$ cat src/rtl/rs_pkg.sv
// Shared RS(15,11) definitions over GF(16): field/code sizes, generator taps,
// controller states and a generic GF(16) multiply.
package rs_pkg;
   localparam int SYM_W = 4;
   localparam int N     = 15;
   localparam int K     = 11;
   localparam int NPAR  = N - K;

   localparam logic [3:0] GF_PRIM = 4'b0011;
   localparam logic [3:0] G3 = 4'hD;
   localparam logic [3:0] G2 = 4'hC;
   localparam logic [3:0] G1 = 4'h8;
   localparam logic [3:0] G0 = 4'h7;

   typedef enum logic [1:0] {IDLE, MSG, PARITY} state_t;

   typedef struct packed {
      logic [SYM_W-1:0] dat;
      logic             vld;
      logic             first;
      logic             last;
   } out_t;

   // Shift-and-add multiply; reduces by x^4 = x + 1 on each carry out.
   function automatic logic [3:0] gf_mul(input logic [3:0] a, input logic [3:0] b);
      logic [3:0] p;
      logic [3:0] t;
      p = '0;
      t = a;
      for (int i = 0; i < 4; i++) begin
         if (b[i]) p = p ^ t;
         t = t[3] ? ({t[2:0], 1'b0} ^ GF_PRIM) : {t[2:0], 1'b0};
      end
      return p;
   endfunction
endpackage

$ cat src/rtl/rs15_11_encoder_if.sv
// Symbol stream into the encoder and codeword stream out of it.
interface rs15_11_encoder_if;
   import rs_pkg::*;
   logic [SYM_W-1:0] DATA_IN;
   logic             IN_VALID;
   logic             IN_READY;
   logic [SYM_W-1:0] DATA_OUT;
   logic             OUT_VALID;
   logic             OUT_FIRST;
   logic             OUT_LAST;

   modport master (output DATA_IN, IN_VALID,
                   input  IN_READY, DATA_OUT, OUT_VALID, OUT_FIRST, OUT_LAST);
   modport slave  (input  DATA_IN, IN_VALID,
                   output IN_READY, DATA_OUT, OUT_VALID, OUT_FIRST, OUT_LAST);
endinterface

$ cat src/rtl/gf16_const_mul.sv
// Combinational multiply by a constant in GF(16); collapses to an XOR network.
module gf16_const_mul
   import rs_pkg::*;
#(
   parameter logic [3:0] COEFF = 4'h1
) (
   input  logic [3:0] i_a,
   output logic [3:0] o_p
);
   assign o_p = gf_mul(i_a, COEFF);
endmodule

$ cat src/rtl/rs15_11_encoder.sv
// Streaming systematic RS(15,11) encoder: echoes 11 message symbols, then
// emits 4 parity symbols from a generator-polynomial LFSR.
module rs15_11_encoder
   import rs_pkg::*;
(
   input  logic                CLK,
   input  logic                RESET_N,
   rs15_11_encoder_if.slave    bus
);
   localparam logic [NPAR-1:0][SYM_W-1:0] GCOEF = {G3, G2, G1, G0};

   state_t                      r_state, w_state_nxt;
   logic [3:0]                  r_cnt, w_cnt_nxt;
   logic [NPAR-1:0][SYM_W-1:0]  r_lfsr;
   logic [NPAR-1:0][SYM_W-1:0]  w_tap;
   logic [SYM_W-1:0]            w_fb;
   logic                        r_rdy, w_rdy_nxt;
   logic                        w_acc;
   out_t                        r_out, w_out_nxt;

   assign w_acc = bus.IN_VALID && r_rdy;
   assign w_fb  = bus.DATA_IN ^ r_lfsr[NPAR-1];

   for (genvar gi = 0; gi < NPAR; gi++) begin : g_tap
      gf16_const_mul #(.COEFF(GCOEF[gi])) u_mul (
         .i_a (w_fb),
         .o_p (w_tap[gi])
      );
   end

   always_ff @(posedge CLK or negedge RESET_N) begin
      if (!RESET_N) begin
         r_state <= IDLE;
         r_cnt   <= '0;
      end else begin
         r_state <= w_state_nxt;
         r_cnt   <= w_cnt_nxt;
      end
   end

   always_comb begin
      w_state_nxt = r_state;
      w_cnt_nxt   = r_cnt;
      case (r_state)
         IDLE: if (w_acc) begin
            w_state_nxt = MSG;
            w_cnt_nxt   = 4'd1;
         end
         MSG: if (w_acc) begin
            if (r_cnt == 4'(K - 1)) begin
               w_state_nxt = PARITY;
               w_cnt_nxt   = '0;
            end else begin
               w_cnt_nxt   = r_cnt + 4'd1;
            end
         end
         PARITY: begin
            if (r_cnt == 4'(NPAR - 1)) begin
               w_state_nxt = IDLE;
               w_cnt_nxt   = '0;
            end else begin
               w_cnt_nxt   = r_cnt + 4'd1;
            end
         end
         default: begin
            w_state_nxt = IDLE;
            w_cnt_nxt   = '0;
         end
      endcase
   end

   // Ready is registered so it stays low through reset and drops for exactly
   // the four parity cycles.
   always_comb begin
      w_out_nxt = '0;
      w_rdy_nxt = (w_state_nxt != PARITY);
      if (w_acc) begin
         w_out_nxt.dat   = bus.DATA_IN;
         w_out_nxt.vld   = 1'b1;
         w_out_nxt.first = (r_state == IDLE);
      end else if (r_state == PARITY) begin
         w_out_nxt.dat   = r_lfsr[NPAR-1];
         w_out_nxt.vld   = 1'b1;
         w_out_nxt.last  = (r_cnt == 4'(NPAR - 1));
      end
   end

   always_ff @(posedge CLK or negedge RESET_N) begin
      if (!RESET_N) begin
         r_out <= '0;
         r_rdy <= 1'b0;
      end else begin
         r_out <= w_out_nxt;
         r_rdy <= w_rdy_nxt;
      end
   end

   always_ff @(posedge CLK or negedge RESET_N) begin
      if (!RESET_N) begin
         r_lfsr <= '0;
      end else if (r_state == PARITY) begin
         if (r_cnt == 4'(NPAR - 1)) r_lfsr <= '0;
         else                       r_lfsr <= {r_lfsr[NPAR-2:0], {SYM_W{1'b0}}};
      end else if (w_acc) begin
         r_lfsr <= {r_lfsr[NPAR-2:0], {SYM_W{1'b0}}} ^ w_tap;
      end
   end

   assign bus.IN_READY  = r_rdy;
   assign bus.DATA_OUT  = r_out.dat;
   assign bus.OUT_VALID = r_out.vld;
   assign bus.OUT_FIRST = r_out.first;
   assign bus.OUT_LAST  = r_out.last;
endmodule

$ cat src/flat_wrapper.sv
// flat-port wrapper written by rule: the top's interface ports become plain ports
module rs15_11_encoder_flat import rs_pkg::*;
  (CLK, RESET_N, bus_DATA_IN, bus_IN_VALID, bus_IN_READY, bus_DATA_OUT, bus_OUT_VALID, bus_OUT_FIRST, bus_OUT_LAST);
  rs15_11_encoder_if bus_i ();
  input  logic CLK;
  input  logic RESET_N;
  input wire logic [$bits(bus_i.DATA_IN)-1:0] bus_DATA_IN;
  input wire logic [$bits(bus_i.IN_VALID)-1:0] bus_IN_VALID;
  output wire logic [$bits(bus_i.IN_READY)-1:0] bus_IN_READY;
  output wire logic [$bits(bus_i.DATA_OUT)-1:0] bus_DATA_OUT;
  output wire logic [$bits(bus_i.OUT_VALID)-1:0] bus_OUT_VALID;
  output wire logic [$bits(bus_i.OUT_FIRST)-1:0] bus_OUT_FIRST;
  output wire logic [$bits(bus_i.OUT_LAST)-1:0] bus_OUT_LAST;
  assign bus_i.DATA_IN = bus_DATA_IN;
  assign bus_i.IN_VALID = bus_IN_VALID;
  assign bus_IN_READY = bus_i.IN_READY;
  assign bus_DATA_OUT = bus_i.DATA_OUT;
  assign bus_OUT_VALID = bus_i.OUT_VALID;
  assign bus_OUT_FIRST = bus_i.OUT_FIRST;
  assign bus_OUT_LAST = bus_i.OUT_LAST;
  rs15_11_encoder u_core (.CLK(CLK), .RESET_N(RESET_N), .bus(bus_i));
endmodule
$ cat config.mk
export PLATFORM = sky130hd
export DESIGN_NAME = rs15_11_encoder_flat
export DESIGN_NICKNAME = d
export VERILOG_FILES = /design/src/rtl/rs_pkg.sv /design/src/rtl/rs15_11_encoder_if.sv /design/src/rtl/gf16_const_mul.sv /design/src/rtl/rs15_11_encoder.sv /design/src/flat_wrapper.sv
export SDC_FILE = /design/constraint.sdc
export NUM_CORES = 1
export LEC_CHECK = 0
export BUFFER_PORTS_ARGS = -buffer_cell sky130_fd_sc_hd__buf_2
export CORE_MARGIN = 2
export CORE_UTILIZATION = 25
export DETAILED_ROUTE_END_ITERATION = 8
export GPL_TIMING_DRIVEN = 1
export HOLD_SLACK_MARGIN = 0.12
export SETUP_SLACK_MARGIN = 0.02
export SYNTH_ARGS = -nofsm -noshare
export SYNTH_HDL_FRONTEND = slang
export SYNTH_SLANG_ARGS = --single-unit
$ cat constraint.sdc
create_clock -name CLK -period 2.2 [get_ports CLK]
set_input_delay 0.44 -clock CLK [delete_from_list [all_inputs] [get_ports CLK]]
set_output_delay 0.44 -clock CLK [all_outputs]
set_load 0.02 [all_outputs]
==> summary.txt <==
STA
  – Final hold violation count: 0
  – Slew Limit Fails: 0
  – RSZ-0062 raised after global routing: no
  – Slew headroom: 53.3%
  – F_max: 0.579 GHz
  – Post-layout min period: 1.73 ns
  – Final Skew: 0.00572 ns
  – Post-Route Setup TNS: 0 ns
  – Final period util: 78.5%
  – Worst-margin pin slew: 0.701 ns
  – Final setup fails: 0

Detailed routing
  – DR pass1 iterations: 4
  – DRT antenna net count: 0
  – Initial DRC count: 63
  – Wire length per cell: 13.5 microns
  – Vias: 1300
  – Final wirelength: 3.64 mm
  – DRC: 0
  – Vias per cell: 4.81

Logic synthesis
  – Synth top cells by count: dfrtp_1, nand2_1, a21oi_1
  – Post-synth EDFFs: 0
  – Flops & latches, synth: 30
  – Syn nets: 183
  – YS warnings: 0
  – Synth top area share: 44.2%
  – Yosys cell types: 39
  – Synth Instances: 174
  – Average cell area after synthesis: 9.75 sq um
  – Post-Syn Area: 1700 sq um
  – Top post-synthesis cells by area: dfrtp_1, nand2_1, a21oi_1
  – Sequential-to-total area share from yosys stat: 44.2%
  – Top-count cell post-synth: dfrtp_1
  – Post-synth ARST share: 100%
  – Synth Flop Type: dfrtp_1
  – Leading area contributor after synthesis: dfrtp_1

Clock tree
  – Number of buffers created by CTS: 5
  – CTS tree: done
  – Hold buffer count at CTS: 0
  – Setup bufs post-CTS: 0
  – Clock transition at the registers of the reported paths: 0.06 ns
  – Root buffer cell: clkbuf_8
  – H-tree depth: 2
  – Cts repair resizes: 0
  – Clk buf depth: 2
  – Clock tree sinks: 30
  – Skew-Pair Late Insertion Delay: 0.28 ns

Placement
  – Dpl hpwl: 2.54 mm
  – Routability Congestion: 0.815
  – Port Buffers: 14

Critical path
  – RR Startpoint: u_core.r_cnt[0]$_DFFE_PN0P_
  – Critical Path RT: 2.37 ns
  – Worst-path cell chain: ha_1 -> nor3b_1 -> nand2_1 -> a311o_1
  – Critical path class: flop to flop
  – Slowest stage delay, CP: 0.41 ns
  – Buf+Inv Stages, Crit Path: 0
  – Crit path DAT: 1.89 ns
  – Type of destination of the critical path: flop
  – Startpoint Class: flop
  – Start point of the critical path: u_core.r_cnt[0]$_DFFE_PN0P_
  – Crit-path max FO: 12
  – Slowest cell on the critical path: a311o_1
  – Crit path max-delay family: simple AND/OR/NAND/NOR gates

Min path
  – Worst Hold Class: primary input to async pin

Power and ir drop
  – Tot Pwr: 2.81 mW
  – Leak pwr: 0.868 nW
  – Peak VDD IR: 0.332 mV
  – Comb pwr share: 49.7%
  – Sw frac: 38.2%
  – Clock power frac: 15.7%
  – Internal: 1.73 mW
  – Psw: 1.07 mW
  – Cell Pwr Density: 1430 nW/um^2
  – Sequential fraction of design power: 34.6%

Floorplanning
  – Row count: 30
  – DIE AREA: 7460 sq um
  – Die width: 86.4 microns
  – Top Ports: 15
  – Die height: 86.4 microns
  – Core ar.: 6680 sq um
  – Starting Density: 25.4%

Global routing
  – First-pass GRT wire length: 6.06 mm
  – Grt total ovfl: 0
  – Initial antenna violation count: 0
  – Vias in the first global route: 1204
  – Largest net degree at the start of global routing: 31
  – Tot GR Track Use: 10.5%

Cells and area
  – Antenna fix cells: 0
  – Nets: 200
  – Ratio of cells with drive above 1 in the final layout: 18.4%
  – Area Overhead vs Synth: 15.6%

Status
  – Outcome: completed

Flow run
  – Max-cap violation count: 0
power by group through the flow:
stage          Combinational [mW]  Sequential (mW)  Clock [mW]
2_1_floorplan                1.13            0.940           0
3_3_place_gp                 1.39            0.974           0
3_5_place_dp                 1.39            0.980           0
4_1_cts                      1.40            0.971       0.452
5_1_grt                      1.56             1.01       0.474
6_report                     1.39            0.970       0.441
layout by cell type, fill, tap and decap left out, types with 4 or more instances in the layout:
| cell | Yosys | layout |
|---|---|---|
| buf_4 | 0 | 8 |
| a22o_1 | 6 | 6 |
| nor2_1 | 10 | 10 |
| a21oi_1 | 15 | 15 |
| o2bb2ai_1 | 5 | 5 |
| o31ai_1 | 4 | 4 |
| o21ai_0 | 5 | 5 |
| nand3_1 | 4 | 4 |
| clkbuf_8 | 0 | 6 |
| buf_2 | 2 | 14 |
| xnor2_1 | 8 | 8 |
| o22ai_1 | 8 | 8 |
| dfrtp_1 | 30 | 30 |
| nand2_1 | 21 | 21 |
| inv_1 | 6 | 6 |
logic make-up after synthesis:
group | Yosys count | synth area share, %
and+or+nand+nor | 52 | 14.6
xor gates and xnor gates | 15 | 12.9
DFF | 30 | 44.2
AOI/OAI and AO/OA | 57 | 22.6
adders and majority gates | 2 | 1.47
buffers and inverters | 18 | 4.13
stage by stage:
stage	cell area [sq um]	setup WS, ns	util [%]	std cells	hold slack [ns]
2_1_floorplan	1700	0.510	-	174	0.144
3_3_place_gp	1880	0.481	28.1	264	0.525
3_5_place_dp	1880	0.461	28.1	264	0.529
4_1_cts	1960	0.467	29.4	270	0.234
5_1_grt	1960	0.298	29.4	270	0.257
6_report	1960	0.474	29.4	270	0.201
final timing paths:
kind,depth (start not counted),to,slack (ns)
min reg2reg,2,u_core.r_lfsr[7]$_DFFE_PN0P_,0.54
max,4,u_core.r_lfsr[11]$_DFFE_PN0P_,0.47
max reg2reg,4,u_core.r_lfsr[11]$_DFFE_PN0P_,0.47
min,1,u_core.bus.OUT_LAST$_DFF_PN0_,0.20
min in group CLK,2,u_core.bus.DATA_OUT[2]$_DFF_PN0_,0.43
max in group asynchronous,1,u_core.r_lfsr[1]$_DFFE_PN0P_,1.54
state kept, by name, indices dropped and copies added, names as in the netlist:
signal                flops
u_core.bus.DATA_OUT       4
u_core.bus.IN_READY       1
u_core.bus.OUT_FIRST      1
u_core.bus.OUT_LAST       1
u_core.bus.OUT_VALID      1
u_core.r_cnt              4
u_core.r_lfsr            16
u_core.r_state            2
cell type report:
| cell class | instances | area [sq um] |
|---|---|---|
| fillers | 705 | 4720 |
| multi-input cells | 126 | 876 |
| flip-flops and latches | 30 | 751 |
| repair buffers | 22 | 130 |
| well taps | 80 | 100 |
| clock buffers | 6 | 82.6 |
| inverters | 6 | 22.5 |
metal layers:
| layer | vias to the layer above | global-route usage, % | share of wire, % |
|---|---|---|---|
| met5 | - | 0 | 0 |
| met4 | 0 | 2.13 | 0 |
| met3 | 0 | 4.19 | 6.2 |
| met2 | 35 | 15.9 | 46 |
| met1 | 616 | 14.2 | 48 |
| li1 | 649 | - | - |
(Power assumes the default switching activity.)
